**config.mk**
```make
export PLATFORM = sky130hd
export DESIGN_NAME = kogge_stone_pipe_flat
export DESIGN_NICKNAME = d
export VERILOG_FILES = /design/src/rtl/kogge_stone_pipe_if.sv /design/src/rtl/kogge_stone_pipe.sv /design/src/flat_wrapper.sv
export SDC_FILE = /design/constraint.sdc
export NUM_CORES = 1
export LEC_CHECK = 0
export CAP_MARGIN = 25
export CORE_MARGIN = 2
export CORE_UTILIZATION = 50
export DETAILED_ROUTE_END_ITERATION = 10
export HOLD_SLACK_MARGIN = 0.1
export PLACE_DENSITY = 0.75
export RECOVER_POWER = 100
export SYNTH_ARGS = -nofsm -noshare
export SYNTH_HDL_FRONTEND = slang
export SYNTH_SLANG_ARGS = --single-unit
```
**constraint.sdc**
```tcl
create_clock -name clk -period 1.22 [get_ports clk]
set_clock_uncertainty 0.15 [all_clocks]
set_input_delay 0.183 -clock clk [delete_from_list [all_inputs] [get_ports clk]]
set_output_delay 0.183 -clock clk [all_outputs]
set_load 0.02 [all_outputs]
```
**src/rtl/kogge_stone_pipe_if.sv**
```systemverilog
// Streaming handshake bundle for kogge_stone_pipe.
// Operand/result vectors are indexed [WIDTH:1] with bit 1 as the LSB.
// Optional build macro: KOGGE_STONE_PIPE_OVF_EN adds the registered ovf signal.
interface kogge_stone_pipe_if #(
  parameter int WIDTH = 16
);
  logic [WIDTH:1] A;
  logic [WIDTH:1] B;
  logic           cin;
  logic           in_valid;
  logic           in_ready;
  logic [WIDTH:1] sum;
  logic           cout;
  logic           out_valid;
  logic           out_ready;
`ifdef KOGGE_STONE_PIPE_OVF_EN
  logic           ovf;
`endif

  // Producer/consumer side: supplies operands, accepts results.
  modport master (
    output A, B, cin, in_valid, out_ready,
`ifdef KOGGE_STONE_PIPE_OVF_EN
    input  ovf,
`endif
    input  in_ready, sum, cout, out_valid
  );

  // Adder side.
  modport slave (
    input  A, B, cin, in_valid, out_ready,
`ifdef KOGGE_STONE_PIPE_OVF_EN
    output ovf,
`endif
    output in_ready, sum, cout, out_valid
  );
endinterface

```
**src/rtl/kogge_stone_pipe.sv**
```systemverilog
// Pipelined Kogge-Stone parallel-prefix adder with valid/ready streaming.
//   {cout,sum} = A + B + cin, latency = ceil(log2(WIDTH)/LEVELS_PER_STAGE) + 1.
// Stage 0 registers bitwise generate/propagate with cin folded in as the
// generate of a virtual bit 0. Each later stage evaluates LEVELS_PER_STAGE
// prefix rows (distances 1, 2, 4, ... WIDTH/2); the last stage may hold fewer.
// The output register forms the sum bits and the carry out. A single global
// advance enable stalls the whole pipe when the result is not taken.
// Optional build macro: KOGGE_STONE_PIPE_OVF_EN adds a registered signed
// overflow flag (carry into MSB xor carry out) on the interface.
module kogge_stone_pipe #(
  parameter int WIDTH            = 16,
  parameter int LEVELS_PER_STAGE = 2
) (
  input logic               clk,
  input logic               rst_n,
  kogge_stone_pipe_if.slave bus
);

  localparam int LOG2W = $clog2(WIDTH);
  localparam int NPS   = (LOG2W + LEVELS_PER_STAGE - 1) / LEVELS_PER_STAGE;

  // Group generate/propagate vectors; bit 0 is the virtual cin position.
  typedef struct packed {
    logic [WIDTH:0] g;
    logic [WIDTH:0] p;
  } gp_t;

  // Last prefix row (exclusive) handled by stage s; clamps the final stage.
  function automatic int row_end(int s);
    return (s * LEVELS_PER_STAGE < LOG2W) ? s * LEVELS_PER_STAGE : LOG2W;
  endfunction

  // Evaluate prefix rows [first_row, last_row). Row r combines each node
  // with the node 2**r positions below it; lower nodes pass through.
  function automatic gp_t prefix_rows(gp_t gp_in, int first_row, int last_row);
    gp_t cur;
    gp_t nxt;
    cur = gp_in;
    for (int row = first_row; row < last_row; row++) begin
      nxt = cur;
      for (int i = 0; i <= WIDTH; i++) begin
        if (i >= (1 << row)) begin
          nxt.g[i] = cur.g[i] | (cur.p[i] & cur.g[i - (1 << row)]);
          nxt.p[i] = cur.p[i] & cur.p[i - (1 << row)];
        end
      end
      cur = nxt;
    end
    return cur;
  endfunction

  gp_t            gp_q   [NPS+1];
  gp_t            gp_d   [NPS+1];
  logic [WIDTH:1] praw_q [NPS+1];
  logic [NPS:0]   vld_q;

  logic           advance;
  logic [WIDTH:1] sum_q;
  logic [WIDTH:1] sum_d;
  logic           cout_q;
  logic           cout_d;
  logic           out_valid_q;
`ifdef KOGGE_STONE_PIPE_OVF_EN
  logic           ovf_q;
  logic           ovf_d;
`endif

  // The pipe moves only when the output slot is empty or being drained.
  assign advance = !out_valid_q || bus.out_ready;

  // Next-state (G,P) for every stage: bitwise setup, then prefix rows.
  // NOTE: every always_comb output gets a default before any conditional
  // logic so no path can leave it unassigned and infer a latch.
  always_comb begin
    for (int s = 0; s <= NPS; s++) gp_d[s] = '0;
    gp_d[0].g = {bus.A & bus.B, bus.cin};
    gp_d[0].p = {bus.A ^ bus.B, 1'b0};
    for (int s = 1; s <= NPS; s++) begin
      gp_d[s] = prefix_rows(gp_q[s-1], (s - 1) * LEVELS_PER_STAGE, row_end(s));
    end
  end

  // Prefix pipeline registers and valid bits; everything holds on a stall.
  // NOTE: sequential state uses non-blocking assignments so every register
  // samples the pre-edge value of its neighbours, independent of code order.
  // The datapath registers are reset along with the valid bits so a reset
  // leaves no stale operand bits anywhere in the pipe.
  always_ff @(posedge clk or negedge rst_n) begin
    if (!rst_n) begin
      vld_q <= '0;
      for (int s = 0; s <= NPS; s++) begin
        gp_q[s]   <= '0;
        praw_q[s] <= '0;
      end
    end else if (advance) begin
      vld_q     <= {vld_q[NPS-1:0], bus.in_valid};
      praw_q[0] <= bus.A ^ bus.B;
      for (int s = 0; s <= NPS; s++) gp_q[s] <= gp_d[s];
      for (int s = 1; s <= NPS; s++) praw_q[s] <= praw_q[s-1];
    end
  end

  // Sum and carry from the completed prefix tree. After LOG2W rows node i
  // spans bits i..i-WIDTH+1, so nodes below WIDTH already reach the virtual
  // cin bit; the top node needs one more gray merge with bit 0 for cout.
  always_comb begin
    sum_d  = praw_q[NPS] ^ gp_q[NPS].g[WIDTH-1:0];
    cout_d = gp_q[NPS].g[WIDTH] | (gp_q[NPS].p[WIDTH] & gp_q[NPS].g[0]);
`ifdef KOGGE_STONE_PIPE_OVF_EN
    ovf_d  = gp_q[NPS].g[WIDTH-1] ^ cout_d;
`endif
  end

  // Output register: results load only for valid slots, so sum/cout keep
  // their last value across bubbles and stalls.
  always_ff @(posedge clk or negedge rst_n) begin
    if (!rst_n) begin
      out_valid_q <= 1'b0;
      sum_q       <= '0;
      cout_q      <= 1'b0;
`ifdef KOGGE_STONE_PIPE_OVF_EN
      ovf_q       <= 1'b0;
`endif
    end else if (advance) begin
      out_valid_q <= vld_q[NPS];
      if (vld_q[NPS]) begin
        sum_q  <= sum_d;
        cout_q <= cout_d;
`ifdef KOGGE_STONE_PIPE_OVF_EN
        ovf_q  <= ovf_d;
`endif
      end
    end
  end

  assign bus.in_ready  = advance;
  assign bus.out_valid = out_valid_q;
  assign bus.sum       = sum_q;
  assign bus.cout      = cout_q;
`ifdef KOGGE_STONE_PIPE_OVF_EN
  assign bus.ovf       = ovf_q;
`endif

endmodule

```
**src/flat_wrapper.sv**
```systemverilog
// flat-port wrapper written by rule: the top's interface ports become plain ports
module kogge_stone_pipe_flat 
#(
  parameter int WIDTH            = 16,
  parameter int LEVELS_PER_STAGE = 2
)
  (clk, rst_n, bus_A, bus_B, bus_cin, bus_in_valid, bus_out_ready, bus_in_ready, bus_sum, bus_cout, bus_out_valid);
  kogge_stone_pipe_if #(.WIDTH(WIDTH)) bus_i ();
  input logic clk;
  input logic rst_n;
  input wire logic [$bits(bus_i.A)-1:0] bus_A;
  input wire logic [$bits(bus_i.B)-1:0] bus_B;
  input wire logic [$bits(bus_i.cin)-1:0] bus_cin;
  input wire logic [$bits(bus_i.in_valid)-1:0] bus_in_valid;
  input wire logic [$bits(bus_i.out_ready)-1:0] bus_out_ready;
  output wire logic [$bits(bus_i.in_ready)-1:0] bus_in_ready;
  output wire logic [$bits(bus_i.sum)-1:0] bus_sum;
  output wire logic [$bits(bus_i.cout)-1:0] bus_cout;
  output wire logic [$bits(bus_i.out_valid)-1:0] bus_out_valid;
  assign bus_i.A = bus_A;
  assign bus_i.B = bus_B;
  assign bus_i.cin = bus_cin;
  assign bus_i.in_valid = bus_in_valid;
  assign bus_i.out_ready = bus_out_ready;
  assign bus_in_ready = bus_i.in_ready;
  assign bus_sum = bus_i.sum;
  assign bus_cout = bus_i.cout;
  assign bus_out_valid = bus_i.out_valid;
  kogge_stone_pipe #(.WIDTH(WIDTH), .LEVELS_PER_STAGE(LEVELS_PER_STAGE)) u_core (.clk(clk), .rst_n(rst_n), .bus(bus_i));
endmodule
```
==> results.ini <==
[finish]
layout-drive-gt1-share_pct=39.5
finish.utilization_pct=77.9
areaGrowthSynthToFinish_pct=53.8
num_antenna_cells=0
fin_cells=892
fin_nets=789

[drt]
route.vias.total=5190
route.detailed.vias_per_inst=5.82
wl_per_cell_um=21.0
postRouteAntennaNets=0
first_iter_violations=508
drcViolationCount=0
detail_route.first_pass.iterations=5
wirelength_um=18700

[timing]
drv_slew=0
finalCritPeriodShare_pct=129
worst_slack_ns=-0.357
timing.slew.headroom_pct=64.2
maximum_frequency_from_static_timing_analysis_mhz=634
hold_viol=0
timing.final.setup_violations=153
finalSetupTns_ns=-33.06
grt_setup_unrepaired=true
finalCriticalPeriod_ns=1.58
timing_worst_slew_pin_value_ns=0.537

[global_route]
maximum_number_of_pins_on_one_net_before_global_route_repair=35
grt-ovfl-total=0
grt_resource_usage_total_pct=25.1
grt_first_pass_wirelength_um=24400
grt_pass1_vias=4884
initial_antenna_violation_count=0

[clock_tree]
clkSlewWorstSetupHoldPaths_ns=0.07
ctsLongestPathBuffers=2
numClockSinks=134
cts_max_level=4
clock_latency_ns=0.44
clock_tree_from_tritoncts=yes
cts_buffers=17
cts_hold_buffers=1
root_buffer_cell=sky130_fd_sc_hd__clkbuf_16

[setup_path]
worstSetupEndpointType=flop
crit_path_start_kind=flop
worst_ep_required_time_ns=1.39
crit_path_max_fanout=18
worst-endpoint-arrival_ns=1.75
critical_path_class=reg2reg

[placement]
gp_congestion=0.830
portBuffers=55
hpwl_um=8450
place.detailed.instances=821

[logic_synthesis]
combinational_family_with_the_most_area_after_synthesis=simple AND/OR/NAND/NOR gates
syn_area_um2=5730
synthSimpleGateAreaFrac_pct=19.3
syn-num-nets=654
synth.ff_latch_count=134
synth-compound-area-share_pct=12.3
synthCells=601
post_synthesis_adder_cell_area_fraction_pct=3.49
synthMuxAreaShare_pct=0.524
seq_total_area_yosys_pct=58.5
yosys.cell_types.count=27
postSynthAreaPerCell_um2=9.54
synth-xor-area-share_pct=2.44
yosysWarningCount=0

[power]
power_density_over_cell_area_nw_per_um2=2720
p_switching_mw=9.09
portion_of_total_power_attributed_to_the_clock_network_pct=24.2
netSwitchingFraction_pct=38.0
p_comb_share_pct=41.8
sequentialPowerShare_pct=34.0
vdd_drop_max_uv=1420
internal_power_mw=14.9
cellLeakagePower_nw=4.37

[die]
top_level_ports=56
coreArea_um2=11300
rows=39
die_footprint_um2=12300
die_x_um=111
die_h_um=111
initial_utilization_pct=50.6

[run_status]
failing_checks=setup timing
outcome=finished, violations left

[hold_path]
worst_hold_path_type=in2async

[run]
maxCapViolations=0

## power by group through the flow
| stage | Clock, mW | Sequential [mW] | Combinational (mW) |
|---|---|---|---|
| 6_report | 5.79 | 8.14 | 10.0 |
| 4_1_cts | 5.65 | 7.65 | 8.04 |
| 3_5_place_dp | 0 | 7.57 | 6.64 |
| 5_1_grt | 5.96 | 8.29 | 10.6 |
| 3_3_place_gp | 0 | 7.48 | 6.44 |
| 2_1_floorplan | 0 | 7.66 | 3.93 |
## critical path, cell delays in order, from the launching register on
cell                       delay (ns)
sky130_fd_sc_hd__dfrtp_2         0.40
sky130_fd_sc_hd__nor2b_4         0.14
sky130_fd_sc_hd__inv_4           0.10
sky130_fd_sc_hd__buf_6           0.18
sky130_fd_sc_hd__buf_12          0.17
sky130_fd_sc_hd__o211ai_1        0.16
sky130_fd_sc_hd__o21a_1          0.15
## logic make-up after synthesis
kind of cell / count (synthesis)
simple gates: 287
flops: 134
compound gates: 111
buf+inv: 34
xor+xnor: 16
fa+ha+maj: 16
mux: 3
## cell usage in the layout, fill, tap and decap left out, types with 19 or more instances in the layout
master                            count
sky130_fd_sc_hd__nand2_2             58
sky130_fd_sc_hd__nand2_1            149
sky130_fd_sc_hd__buf_6               31
sky130_fd_sc_hd__a21oi_1             30
sky130_fd_sc_hd__a21oi_2             29
sky130_fd_sc_hd__nor2_1              19
sky130_fd_sc_hd__clkbuf_16           22
sky130_fd_sc_hd__clkdlybuf4s50_1     35
sky130_fd_sc_hd__buf_4               50
sky130_fd_sc_hd__nand2_4             39
sky130_fd_sc_hd__dfrtp_1            133
## per-layer routing
metal	vias up	routed length, um	GRT usage (%)
met5	-	0	0
met1	2561	7040	31.3
met2	294	9540	41.6
met4	0	890	12.3
li1	2252	-	-
met3	83	1220	5.58
## cell type report
| class | count | area [um2] |
|---|---|---|
| clock inverter | 12 | 200 |
| multi-input combinational | 435 | 2890 |
| tap | 143 | 179 |
| timing repair buffer | 147 | 1730 |
| inverter | 1 | 6.26 |
| clock buffer | 20 | 457 |
| sequential | 134 | 3350 |
| fill | 612 | 2510 |
## through the flow
step	instance area, um2	hold slack [ns]	worst slack (ns)	total power [mW]
final	8810	0.107	-0.357	24.0
after global routing	8810	0.162	-0.378	24.9
after CTS	8080	0.0412	-0.296	21.3
after detailed placement	6820	-0.0563	-0.612	14.2
after global placement	6820	-0.0581	-0.570	13.9
after floorplan	5840	-0.263	-0.205	11.6
## Yosys cell counts (all sizes together)
cell type  instances  share of area [%]
o31ai              8                1.0
nand3              6               0.52
a211o              1               0.15
and2               1               0.15
ha                16                3.5
o21a              10                1.3
nor2              29                1.9
o21ai              9               0.79
nand4              3               0.33
clkbuf             4               0.26
nor2b              1               0.15
dfrtp            134                 59
a32o               2               0.35
a31oi              3               0.33
nand2b             1               0.11
a21o               8                1.0
inv                1              0.065
mux2i              3               0.52
nand2            246                 16
o211ai            11                1.4
buf               29                3.2
a21oi             59                5.8
xnor2             16                2.4
## worst paths after layout
path                                       from                   end  slack [ns]  cells after the start
max                        u_core.bus.out_valid       u_core.gp_q[64]       -0.36                      6
min in group clk                        bus_cin       u_core.gp_d[51]        0.14                      3
min reg2reg                     u_core.gp_q[95]       u_core.gp_q[95]        0.35                      2
min                                       rst_n      u_core.gp_q[101]        0.11                      2
max reg2reg                u_core.bus.out_valid       u_core.gp_q[64]       -0.36                      6
max in group asynchronous                 rst_n  u_core.bus.out_valid        0.14                      3
## sequential cells by signal, indices dropped and copies added (netlist names)
signal	count
u_core.praw_q	48
u_core.vld_q	3
u_core.bus.sum	16
u_core.bus.out_valid	1
u_core.gp_q	60
u_core.gp_d	5
u_core.bus.cout	1
## timing repair
action | CTS | global route
hold endpoints to repair | 134 | 13
pin swaps | 14 | 55
gates cloned | 8 | 6
endpoints found under the setup margin | 153 | 153
gates resized for setup | 191 | 158
buffers inserted | 13 | 14
Note: power is estimated with default switching activity, not from simulation.
